<file path="src/rtl/ssd_pkg.sv">
// Shared types and constants for the multiplexed seven-segment driver.
// Segment vectors are {dp,g,f,e,d,c,b,a}, active-low.
package ssd_pkg;

  typedef logic [7:0] seg_t;

  localparam seg_t SEG_BLANK = 8'hFF;

  localparam seg_t HEX_SEG [0:15] = '{
    8'hC0, 8'hF9, 8'hA4, 8'hB0,
    8'h99, 8'h92, 8'h82, 8'hF8,
    8'h80, 8'h90, 8'h88, 8'h83,
    8'hC6, 8'hA1, 8'h86, 8'h8E
  };

endpackage

</file>
<file path="src/rtl/hex_to_7segment.sv">
// Combinational hex nibble to active-low segment pattern.
// The table leaves bit 7 high; the decimal point overrides it.
module hex_to_7segment
  import ssd_pkg::*;
(
  input  logic [3:0] hex,
  input  logic       dp,
  output seg_t       seg
);

  always_comb begin
    seg    = HEX_SEG[hex];
    seg[7] = ~dp;
  end

endmodule

</file>
<file path="src/rtl/seven_segment_scan_controller.sv">
// NUM_DIGITS-way scanned seven-segment driver with PWM dimming.
// Optional leading-zero blanking: define SSD_LEADING_ZERO_BLANK_EN.
module seven_segment_scan_controller
  import ssd_pkg::*;
#(
  parameter int NUM_DIGITS      = 4,
  parameter int CLOCK_FREQUENCY = 100000000,
  parameter int REFRESH_RATE    = 80,
  parameter int BRIGHT_BITS     = 4
) (
  input  logic                    clock,
  input  logic                    reset_n,
  input  logic [4*NUM_DIGITS-1:0] digits,
  input  logic [NUM_DIGITS-1:0]   dp,
  input  logic [NUM_DIGITS-1:0]   digit_en,
  input  logic [BRIGHT_BITS-1:0]  brightness,
  output logic [NUM_DIGITS-1:0]   commons,
  output seg_t                    segments,
  output logic                    frame_start
);

  localparam int DIGIT_TICKS =
    CLOCK_FREQUENCY / (REFRESH_RATE * NUM_DIGITS);
  localparam int PW = (DIGIT_TICKS > 1) ? $clog2(DIGIT_TICKS) : 1;
  localparam int IW = $clog2(NUM_DIGITS);

  logic [PW-1:0]           presc;
  logic [IW-1:0]           idx;
  logic [BRIGHT_BITS-1:0]  pwm_cnt;
  logic                    started;
  logic [4*NUM_DIGITS-1:0] snap_digits;
  logic [NUM_DIGITS-1:0]   snap_dp;
  logic [NUM_DIGITS-1:0]   snap_en;

  logic       last_tick;
  logic       wrap;
  logic       fs;
  logic [3:0] nib;
  logic       cur_dp;
  logic       cur_en;
  logic       pwm_on;
  logic       blank;
  seg_t       enc;

  assign last_tick = presc == PW'(DIGIT_TICKS - 1);
  assign wrap      = last_tick && (idx == IW'(NUM_DIGITS - 1));
  // The clock after reset release opens frame 0 with the counters held.
  assign fs        = !started || wrap;

  always_ff @(posedge clock) begin
    if (!reset_n) begin
      presc       <= '0;
      idx         <= '0;
      pwm_cnt     <= '0;
      started     <= 1'b0;
      snap_digits <= '0;
      snap_dp     <= '0;
      snap_en     <= '0;
    end else begin
      started <= 1'b1;
      pwm_cnt <= pwm_cnt + 1'b1;
      if (started) begin
        if (last_tick) begin
          presc <= '0;
          idx   <= wrap ? '0 : idx + 1'b1;
        end else begin
          presc <= presc + 1'b1;
        end
      end
      if (fs) begin
        snap_digits <= digits;
        snap_dp     <= dp;
        snap_en     <= digit_en;
      end
    end
  end

  assign nib    = snap_digits[idx*4 +: 4];
  assign cur_dp = snap_dp[idx];
  assign cur_en = snap_en[idx];
  assign pwm_on = (brightness == '1) || (pwm_cnt < brightness);

`ifdef SSD_LEADING_ZERO_BLANK_EN
  always_comb begin
    blank = (idx != '0) && (nib == 4'h0) && !cur_dp;
    for (int j = 1; j < NUM_DIGITS; j++) begin
      if (j > int'(idx) && snap_en[j] &&
          snap_digits[4*j +: 4] != 4'h0)
        blank = 1'b0;
    end
  end
`else
  assign blank = 1'b0;
`endif

  hex_to_7segment u_hex (
    .hex (nib),
    .dp  (cur_dp),
    .seg (enc)
  );

  always_ff @(posedge clock) begin
    if (!reset_n) begin
      commons     <= '0;
      segments    <= SEG_BLANK;
      frame_start <= 1'b0;
    end else begin
      frame_start <= fs;
      if (pwm_on && cur_en && !blank) begin
        commons  <= NUM_DIGITS'(1) << idx;
        segments <= enc;
      end else begin
        commons  <= '0;
        segments <= SEG_BLANK;
      end
    end
  end

endmodule

</file>
<file path="config.mk">
export PLATFORM = sky130hd
export DESIGN_NAME = seven_segment_scan_controller
export DESIGN_NICKNAME = d
export VERILOG_FILES = /design/src/rtl/ssd_pkg.sv /design/src/rtl/hex_to_7segment.sv /design/src/rtl/seven_segment_scan_controller.sv
export SDC_FILE = /design/constraint.sdc
export NUM_CORES = 1
export LEC_CHECK = 0
export BUFFER_PORTS_ARGS = -buffer_cell sky130_fd_sc_hd__buf_2
export CAP_MARGIN = 20
export CORE_MARGIN = 2
export CORE_UTILIZATION = 25
export CTS_BUF_LIST = sky130_fd_sc_hd__clkbuf_4 sky130_fd_sc_hd__clkbuf_8
export CTS_CLUSTER_DIAMETER = 40
export CTS_CLUSTER_SIZE = 25
export DETAILED_ROUTE_END_ITERATION = 6
export PLACE_DENSITY = 0.38
export SYNTH_ARGS = -nofsm -noshare
export SYNTH_HDL_FRONTEND = slang
export SYNTH_SLANG_ARGS = --single-unit
</file>
<file path="constraint.sdc">
create_clock -name clock -period 4.5 [get_ports clock]
set_clock_uncertainty 0.15 [all_clocks]
set_input_delay 0.45 -clock clock [delete_from_list [all_inputs] [get_ports clock]]
set_output_delay 0.45 -clock clock [all_outputs]
set_load 0.005 [all_outputs]
</file>
==> impl_metrics.yaml, run 1 <==
routing:
  drc: 0
  detailedRoute.firstPassIterationCount: 4
  via_count: 2287
  wl_per_cell_um: 12.5
  viasPerCell: 4.48
  wl_um: 6400
  antenna_left: 0
  first_iter_violations: 98
grt:
  grt.total_usage: 0.106
  grt_start_max_net_pins: 33
  grt_antenna_before_repair: 0
  global_route.peak_usage_layer: "met2"
  global_route_wire_length_before_repair_um: 10800
  grt_overflow: 0
  grt_util_met1: 0.141
  number_of_global_route_vias_before_repair: 2247
  use_met3: 0.0329
  met2_usage: 0.161
floorplanning:
  dieWidth_um: 114
  die_h_um: 114
  core_um2: 11900
  placement_rows: 40
  floorplan.io_pins: 43
  die-area_um2: 12900
  floorplan.initialDensity: 0.253
timing:
  max_slew.worst_pin.slew_ns: 0.787
  report.final.setup_viol: 0
  unrepaired_setup_endpoints_after_global_routing: "no"
  setup_total_negative_slack_ns: 0
  fmaxAchievable_mhz: 411
  worst_slew_margin_rel: 0.475
  hold_violations: 0
  post_route_clock_period_utilization: 0.541
  period_needed_ns: 2.43
  finalMaxSlewViolations: 0
cts:
  post-cts-setup-buffer-count: 0
  worst_skew_pair.late_latency_ns: 0.33
  clkTransAtPathRegs_ns: 0.07
  cts_resized: 0
  holdBufCountCts: 0
  tritoncts: "built"
  ctsRootBufferMaster: "clkbuf_8"
  tritoncts_num_sinks: 63
  cts_max_path_bufs: 2
  htree_num_levels: 3
  cts_made_buffers: 9
finish:
  num-nets-final: 401
  post-route-util: 0.296
  synthesis_to_layout_area_growth_pct: 16.8
  final.fill_count: 1266
  design_area_um2: 3510
  post_route_cells_drive_above_1_share: 0.207
  n_diodes: 0
logic_synthesis:
  synth.yosys.seq_area_share: 0.420
  syn_area_per_cell_um2: 9.35
  synth.cell_area_um2: 3000
  synth.net_count: 363
  netlist_instances: 321
  synth_top_area_share: 0.420
  synth.largest_area_cell: "dfxtp_1"
  synth_most_common_cell: "dfxtp_1"
  synth_common_cells: "63 x dfxtp_1, 62 x nand2_1, 26 x mux2i_1"
  netlist_top_cells_area: "dfxtp_1 42%, mux2i_1 8.7%, nand2_1 7.8%, mux4_2 5.3%, ha_1 5.0%"
  synth_ff_type: "dfxtp_1"
  synth_warnings: 0
  synthDistinctLibCells: 48
  yosys_register_bits: 63
  count_of_flip_flops_with_a_built_in_enable_after_synthesis: 0
  async_reset_ff_frac: 0
critical_path:
  arrival_ns: 2.47
  crit_start: "idx[0]"
  worst-endpoint-required_ns: 4.54
  endpoint_kind: "register"
  worst_setup_path_start_kind: "register"
  timing.rr.start: "idx[0]"
  critical_path.max_fanout: 14
  critPathKind: "register to register"
placement:
  placed_instance_area_um2: 3320
  detailed_place_hpwl_um: 4530
  portBuffers: 42
  gpl.final_weighted_congestion: 0.772
outcome:
  run_status: "finished, final reports clean"
power:
  vdd_drop_max_mv: 0.0917
  power_density_nw_per_um2: 332
  finalPower_w: 0.00116
  cellLeakagePower_nw: 1.42
min_path:
  timing.hold.worst.start: "digits[12]"
  holdCritPathClass: "input pin to register"
flow_run:
  max_cap_violation_count: 0
through the flow:
stage / setup slack [ns] / hold slack, ns / std cells
after detailed placement: 2.03 / 0.300 / 495
after global routing: 1.86 / 0.202 / 510
after global placement: 2.11 / 0.298 / 495
final: 2.07 / 0.211 / 510
after floorplan: 2.32 / 0.275 / 321
after CTS: 2.02 / 0.193 / 510
kinds of logic after synthesis:
group,after synthesis,share of synthesized area
multiplexers,34,0.143
AO/OA/AOI/OAI,33,0.0688
AND/OR/NAND/NOR,134,0.224
flip-flops,63,0.420
adder cells (fa/ha/maj),12,0.0500
XOR/XNOR,17,0.0496
buffers and inverters,28,0.0446
cell usage in the layout (no fill, tap or decap), types with 7 or more instances in the layout:
| master | count |
|---|---|
| a21oi_1 | 9 |
| buf_2 | 42 |
| clkbuf_8 | 12 |
| dfxtp_1 | 63 |
| ha_1 | 12 |
| inv_1 | 11 |
| mux2i_1 | 26 |
| mux4_2 | 7 |
| nand2_1 | 62 |
| nand3_1 | 7 |
| nand4_1 | 7 |
| nor2_1 | 25 |
| o21ai_0 | 11 |
| or3_1 | 7 |
| xnor2_1 | 8 |
| xor2_1 | 9 |
critical path, cell delays in order, from the launching register on:
cell      delay (ns)
dfxtp_1         0.75
mux4_2          0.67
inv_1           0.15
ha_1            0.27
o211ai_1        0.19
o211ai_1        0.11
cell type report:
cell class                 count  area [um^2]  share of cell area
sequential                    63         1260               0.360
timing repair buffer          44          225              0.0642
inverter                      11         41.3              0.0118
multi-input combinational    230         1610               0.458
tap                          147          184              0.0525
clock buffer                  15          188              0.0535
worst paths after layout:
check | slack [ns] | endpoint | cells past startpoint
max | 2.07 | segments[1] | 5
min | 0.21 | snap_digits[12] | 3
max reg2reg | 2.07 | segments[1] | 5
min reg2reg | 0.30 | snap_digits[9] | 2
sequential cells by signal, summed over array words and instances (netlist names):
register	flops
presc	19
snap_digits	16
segments	8
commons	4
pwm_cnt	4
snap_dp	4
snap_en	4
idx	2
frame_start	1
started	1
power by group:
group,internal [W],switching [W]
Combinational,0.0000484,0.0000532
Clock,0.000261,0.000205
Sequential,0.000580,0.0000160
Total,0.000889,0.000275
layer usage:
| layer | up-vias | wire length, um |
|---|---|---|
| li1 | 1184 | - |
| met1 | 1061 | 3200 |
| met2 | 35 | 2780 |
| met3 | 7 | 324 |
| met4 | 0 | 87 |
| met5 | - | 0 |
Note: power is estimated with default switching activity, not from simulation.
==> run 2, diff against run 1 <==
--- a/config.mk
+++ b/config.mk
@@ -5,6 +5,7 @@
 export SDC_FILE = /design/constraint.sdc
 export NUM_CORES = 1
 export LEC_CHECK = 0
+export ABC_AREA = 1
 export BUFFER_PORTS_ARGS = -buffer_cell sky130_fd_sc_hd__buf_2
 export CAP_MARGIN = 20
 export CORE_MARGIN = 2
@@ -13,7 +14,7 @@
 export CTS_CLUSTER_DIAMETER = 40
 export CTS_CLUSTER_SIZE = 25
 export DETAILED_ROUTE_END_ITERATION = 6
-export PLACE_DENSITY = 0.38
+export PLACE_DENSITY = 0.39
 export SYNTH_ARGS = -nofsm -noshare
 export SYNTH_HDL_FRONTEND = slang
 export SYNTH_SLANG_ARGS = --single-unit
==> constraint.sdc (replaced) <==
create_clock -name clock -period 2.1 [get_ports clock]
set_clock_uncertainty 0.15 [all_clocks]
set_input_delay 0.21 -clock clock [delete_from_list [all_inputs] [get_ports clock]]
set_output_delay 0.21 -clock clock [all_outputs]
set_load 0.005 [all_outputs]
==> impl_metrics.yaml, run 2 <==
timing:
  period_needed_ns: 1.88
  setup_total_negative_slack_ns: 0
  report.final.setup_viol: 0
  worst_slew_margin_rel: 0.669
  post_route_clock_period_utilization: 0.894
  fmaxAchievable_mhz: 533
  finalMaxSlewViolations: 0
  unrepaired_setup_endpoints_after_global_routing: "no"
  max_slew.worst_pin.slew_ns: 0.496
  hold_violations: 0
cts:
  tritoncts: "built"
  cts_made_buffers: 9
  htree_num_levels: 3
  cts_max_path_bufs: 2
  tritoncts_num_sinks: 63
  ctsRootBufferMaster: "clkbuf_8"
  worst_skew_pair.late_latency_ns: 0.35
  clkTransAtPathRegs_ns: 0.07
routing:
  wl_um: 7810
  detailedRoute.firstPassIterationCount: 4
  viasPerCell: 4.14
  antenna_left: 0
  drc: 0
  first_iter_violations: 167
  wl_per_cell_um: 10.9
  via_count: 2961
floorplanning:
  placement_rows: 41
  floorplan.io_pins: 43
  dieWidth_um: 117
  floorplan.initialDensity: 0.255
  core_um2: 12600
  die_h_um: 117
  die-area_um2: 13800
finish:
  post_route_cells_drive_above_1_share: 0.156
  max_reg_flops: 19
  n_diodes: 0
  commonest_non_fill_non_tap_cell_in_the_layout: "nand2_1"
  registers.top_by_ff_count: "presc"
  layout_top_registers: "presc: 19 flops, snap_digits: 16 flops, segments: 8 flops"
  final_cell_count_no_fill: 716
  num-nets-final: 581
  synthesis_to_layout_area_growth_pct: 27.4
  final_cell_mix: "117 x nand2_1, 73 x nor2_1, 62 x dfxtp_1"
critical_path:
  critPathKind: "register to register"
  cells_traversed_along_the_worst_timing_path: "buf_4, nand2_1, nand2_1, nand2_1, nand2_1, inv_1, ha_1, nand2_1, nand2_1, nand2_1, nand2_1"
  endpoint_kind: "register"
  worst-endpoint-required_ns: 2.17
  path_depth: 11
  r2r.worst_path.cells: 11
  path_buf_inv: 2
  crit_path_frequent_cell: "nand2_1"
  cp_slowest_stage_delay_ns: 0.37
  critical_path.max_fanout: 11
  crit_family: "simple AND/OR/NAND/NOR gates"
  arrival_ns: 1.95
  timing.critical_path.slowest_stage_cell: "dfxtp_1"
  worst_setup_path_start_kind: "register"
logic_synthesis:
  synth.net_count: 516
  netlist_top_cells_area: "dfxtp_1 39%, nand2_1 14%, nand3_1 8.7%, nor2_1 8.5%, inv_1 6.9%"
  synth_common_cells: "117 x nand2_1, 73 x nor2_1, 63 x dfxtp_1"
  synth_most_common_cell: "nand2_1"
  synth_ff_type: "dfxtp_1"
  synthDistinctLibCells: 28
  synth.largest_area_cell: "dfxtp_1"
  async_reset_ff_frac: 0
  synth_top_area_share: 0.392
  synth.cell_area_um2: 3220
  yosys_register_bits: 63
  synth.yosys.seq_area_share: 0.392
  netlist_instances: 474
  syn_area_per_cell_um2: 6.79
  count_of_flip_flops_with_a_built_in_enable_after_synthesis: 0
  synth_warnings: 0
grt:
  number_of_global_route_vias_before_repair: 2672
  global_route_wire_length_before_repair_um: 13300
  grt_overflow: 0
  grt_antenna_before_repair: 0
  grt.total_usage: 0.120
  grt_start_max_net_pins: 50
power:
  finalPower_w: 0.00285
  cellLeakagePower_nw: 1.88
  power_density_nw_per_um2: 696
  vdd_drop_max_mv: 0.323
outcome:
  run_status: "finished, final reports clean"
min_path:
  hold-path-cell-count: 3
  holdCritPathClass: "input pin to register"
placement:
  placed_cells_incl_taps: 676
  portBuffers: 42
  detailed_place_hpwl_um: 5580
  gpl.final_weighted_congestion: 0.795
flow_run:
  max_cap_violation_count: 0
==> run 2: tightest hold or removal path, cell delays in order <==
cell	delay [ns]
buf_2	0.16
nand2_1	0.07
inv_1	0.03
==> run 2: worst paths after layout <==
path	from	endpoint	slack, ns
setup / recovery	idx[0]	segments[1]	0.22
hold / removal	reset_n	pwm_cnt[1]	0.03
setup reg to reg	idx[0]	segments[1]	0.22
hold reg to reg	pwm_cnt[0]	pwm_cnt[0]	0.31
==> run 2: per-stage QoR <==
step	hold slack (ns)	util	area (um^2)	setup slack (ns)
after CTS	0.00641	0.325	4100	0.207
after floorplan	0.0877	-	3220	0.349
after global routing	0.0308	0.325	4100	0.0223
final	0.0278	0.325	4100	0.223
after global placement	0.283	0.286	3610	0.273
after detailed placement	0.292	0.286	3610	0.229
==> run 2: layout make-up <==
type	instances	area (um^2)
clock buffer	14	186
clock inverter	2	60.1
fill	1414	8520
inverter	61	229
multi-input combinational	330	1620
sequential	63	1260
tap	172	215
timing repair buffer	74	523
==> run 2: kinds of logic after synthesis <==
family                     Yosys count  share of synthesized area
adders and majority gates           12                     0.0466
AOI/OAI and AO/OA                   44                     0.0820
buffers and inverters               81                      0.104
and+or+nand+nor                    263                      0.346
DFF                                 63                      0.392
xor gates and xnor gates            11                     0.0299
==> run 2: timing repair <==
action                                 CTS  global route
setup buffers                            0             0
endpoints found under the hold margin   24             0
setup endpoints to repair                0             1
hold buffers                            24             0
gates resized for setup                  0             1
==> run 2: power by group <==
part | leakage (nW) | total, W | internal, W | switching, W
clock | 0.126 | 0.00129 | 0.000812 | 0.000475
sequential | 0.517 | 0.00127 | 0.00125 | 0.0000280
combinational | 1.24 | 0.000292 | 0.000132 | 0.000160
total | 1.88 | 0.00285 | 0.00219 | 0.000664
==> run 2: per-layer routing <==
| layer | part of all wire | track usage | vias to the layer above |
|---|---|---|---|
| met5 | 0 | 0 | - |
| li1 | - | - | 1617 |
| met1 | 0.55 | 0.170 | 1284 |
| met4 | 0.011 | 0.0384 | 0 |
| met2 | 0.39 | 0.167 | 55 |
| met3 | 0.052 | 0.0465 | 5 |
==> run 3, diff against run 2 <==
--- a/config.mk
+++ b/config.mk
@@ -9,12 +9,12 @@
 export BUFFER_PORTS_ARGS = -buffer_cell sky130_fd_sc_hd__buf_2
 export CAP_MARGIN = 20
 export CORE_MARGIN = 2
-export CORE_UTILIZATION = 25
+export CORE_UTILIZATION = 54
 export CTS_BUF_LIST = sky130_fd_sc_hd__clkbuf_4 sky130_fd_sc_hd__clkbuf_8
 export CTS_CLUSTER_DIAMETER = 40
 export CTS_CLUSTER_SIZE = 25
 export DETAILED_ROUTE_END_ITERATION = 6
-export PLACE_DENSITY = 0.39
+export PLACE_DENSITY = 0.75
 export SYNTH_ARGS = -nofsm -noshare
 export SYNTH_HDL_FRONTEND = slang
 export SYNTH_SLANG_ARGS = --single-unit
==> impl_metrics.yaml, run 3 (synthesis gave the netlist of run 2 again) <==
floorplanning:
  core_um2: 5850
  placement_rows: 28
  floorplan.io_pins: 43
  floorplan.initialDensity: 0.550
  dieWidth_um: 81.2
  die-area_um2: 6600
  die_h_um: 81.2
critical_path:
  worst-endpoint-required_ns: 2.16
  crit_path_frequent_cell: "nand2_1"
  arrival_ns: 1.93
  cells_traversed_along_the_worst_timing_path: "buf_6, nand2_1, nand2_1, nand2_1, nand2_1, inv_1, ha_1, inv_1, o21ai_0, nand2_1, nand3_1"
  cp_slowest_stage_delay_ns: 0.36
  endpoint_kind: "register"
  critical_path.max_fanout: 20
  critPathKind: "register to register"
  worst_setup_path_start_kind: "register"
  timing.critical_path.slowest_stage_cell: "dfxtp_1"
timing:
  setup_total_negative_slack_ns: 0
  setup_ws_ns: 0.235
  fmaxAchievable_mhz: 536
  worst_slew_margin_rel: 0.649
  post_route_clock_period_utilization: 0.888
  report.final.setup_viol: 0
  period_needed_ns: 1.86
  max_slew.worst_pin.slew_ns: 0.527
  hold_violations: 0
  unrepaired_setup_endpoints_after_global_routing: "no"
  finalMaxSlewViolations: 0
finish:
  n_diodes: 0
  registers.top_by_ff_count: "presc"
  layout_top_registers: "presc: 19 flops, snap_digits: 16 flops, segments: 8 flops"
  post-route-util: 0.668
  commonest_non_fill_non_tap_cell_in_the_layout: "nand2_1"
  num-nets-final: 579
  final_cell_mix: "117 x nand2_1, 73 x nor2_1, 62 x dfxtp_1"
  synthesis_to_layout_area_growth_pct: 21.4
  max_reg_flops: 19
  post_route_cells_drive_above_1_share: 0.151
routing:
  wl_per_cell_um: 11.7
  antenna_left: 0
  via_count: 3071
  detailedRoute.firstPassIterationCount: 5
  wl_um: 7230
  drc: 0
  viasPerCell: 4.98
  first_iter_violations: 136
power:
  switchingPower_w: 0.000658
  swShare: 0.249
  vdd_drop_max_mv: 0.469
  power.clock.fraction: 0.406
  cellLeakagePower_nw: 1.85
  power_density_nw_per_um2: 674
  power_report.internal_total_w: 0.00198
  pwr-share-seq: 0.484
  pwr-share-comb: 0.110
cts:
  cts_made_buffers: 9
  tritoncts_num_sinks: 63
  htree_num_levels: 3
  clkTransAtPathRegs_ns: 0.07
  ctsRootBufferMaster: "clkbuf_8"
  worst_skew_pair.late_latency_ns: 0.35
  tritoncts: "built"
  cts_max_path_bufs: 2
placement:
  post-place-ws_ns: 0.244
  portBuffers: 42
  gpl.final_weighted_congestion: 0.809
  detailed_place_hpwl_um: 4820
outcome:
  run_status: "finished, final reports clean"
grt:
  grt.total_usage: 0.228
  grt_antenna_before_repair: 0
  grt_start_max_net_pins: 50
  global_route_wire_length_before_repair_um: 11600
  number_of_global_route_vias_before_repair: 2697
  grt_overflow: 0
min_path:
  holdCritPathClass: "input pin to register"
flow_run:
  max_cap_violation_count: 0
-- run 3: cell types whose count changed in the layout (fill, tap and decap cells not counted), sizes merged --
cell	before	now
bufinv	2	1
clkbuf	14	12
buf	50	47
clkinv	0	3
dlygate4sd3	24	25
-- run 3: metrics by stage --
stage          instance area [um^2]  instances  hold WS [ns]  power, W
2_1_floorplan                  3220        474        0.0877   0.00147
3_3_place_gp                   3460        576         0.278   0.00155
3_5_place_dp                   3460        576         0.285   0.00155
4_1_cts                        3910        617         0.146   0.00265
5_1_grt                        3910        617         0.185   0.00273
6_report                       3910        617         0.137   0.00264
-- run 3: power groups by stage --
stage               clock network (W)  logic (W)  registers [W]
finish                        0.00107   0.000290        0.00128
global route                  0.00112   0.000333        0.00128
CTS                           0.00108   0.000288        0.00128
detailed placement                  0   0.000251        0.00130
global placement                    0   0.000244        0.00130
floorplan                           0   0.000179        0.00129
-- run 3: repair_timing --
action,CTS,global route
gates resized for setup,0,2
setup buffers,0,0
endpoints found under the hold margin,25,0
hold buffers,25,0
endpoints found under the setup margin,0,1
-- run 3: worst paths after layout --
check	cells past startpoint	endpoint	from	slack, ns
worst max-delay path	11	segments[0]	idx[0]	0.24
worst min-delay path	4	segments[6]	brightness[2]	0.14
worst max register to register	11	segments[0]	idx[0]	0.24
worst min register to register	1	pwm_cnt[0]	pwm_cnt[0]	0.32
-- run 3: worst max-delay path, delay by kind of cell, from the launching register on --
| kind | cells | cell delay [ns] |
|---|---|---|
| simple gates | 6 | 0.48 |
| buf+inv | 3 | 0.39 |
| flops | 1 | 0.36 |
| fa+ha+maj | 1 | 0.25 |
| compound gates | 1 | 0.09 |
-- run 3: layout make-up --
cell class	count	area, um^2
clock buffer	12	153
clock inverter	4	45.0
fill	523	1940
inverter	61	229
multi-input combinational	330	1620
sequential	63	1260
tap	75	93.8
timing repair buffer	72	502
-- run 3: layer usage --
layer	routed length (um)	vias up	global-route usage
met5	0	-	0
met4	158	0	0.114
met3	283	14	0.0400
met2	3400	64	0.371
met1	3380	1381	0.290
li1	-	1612	-
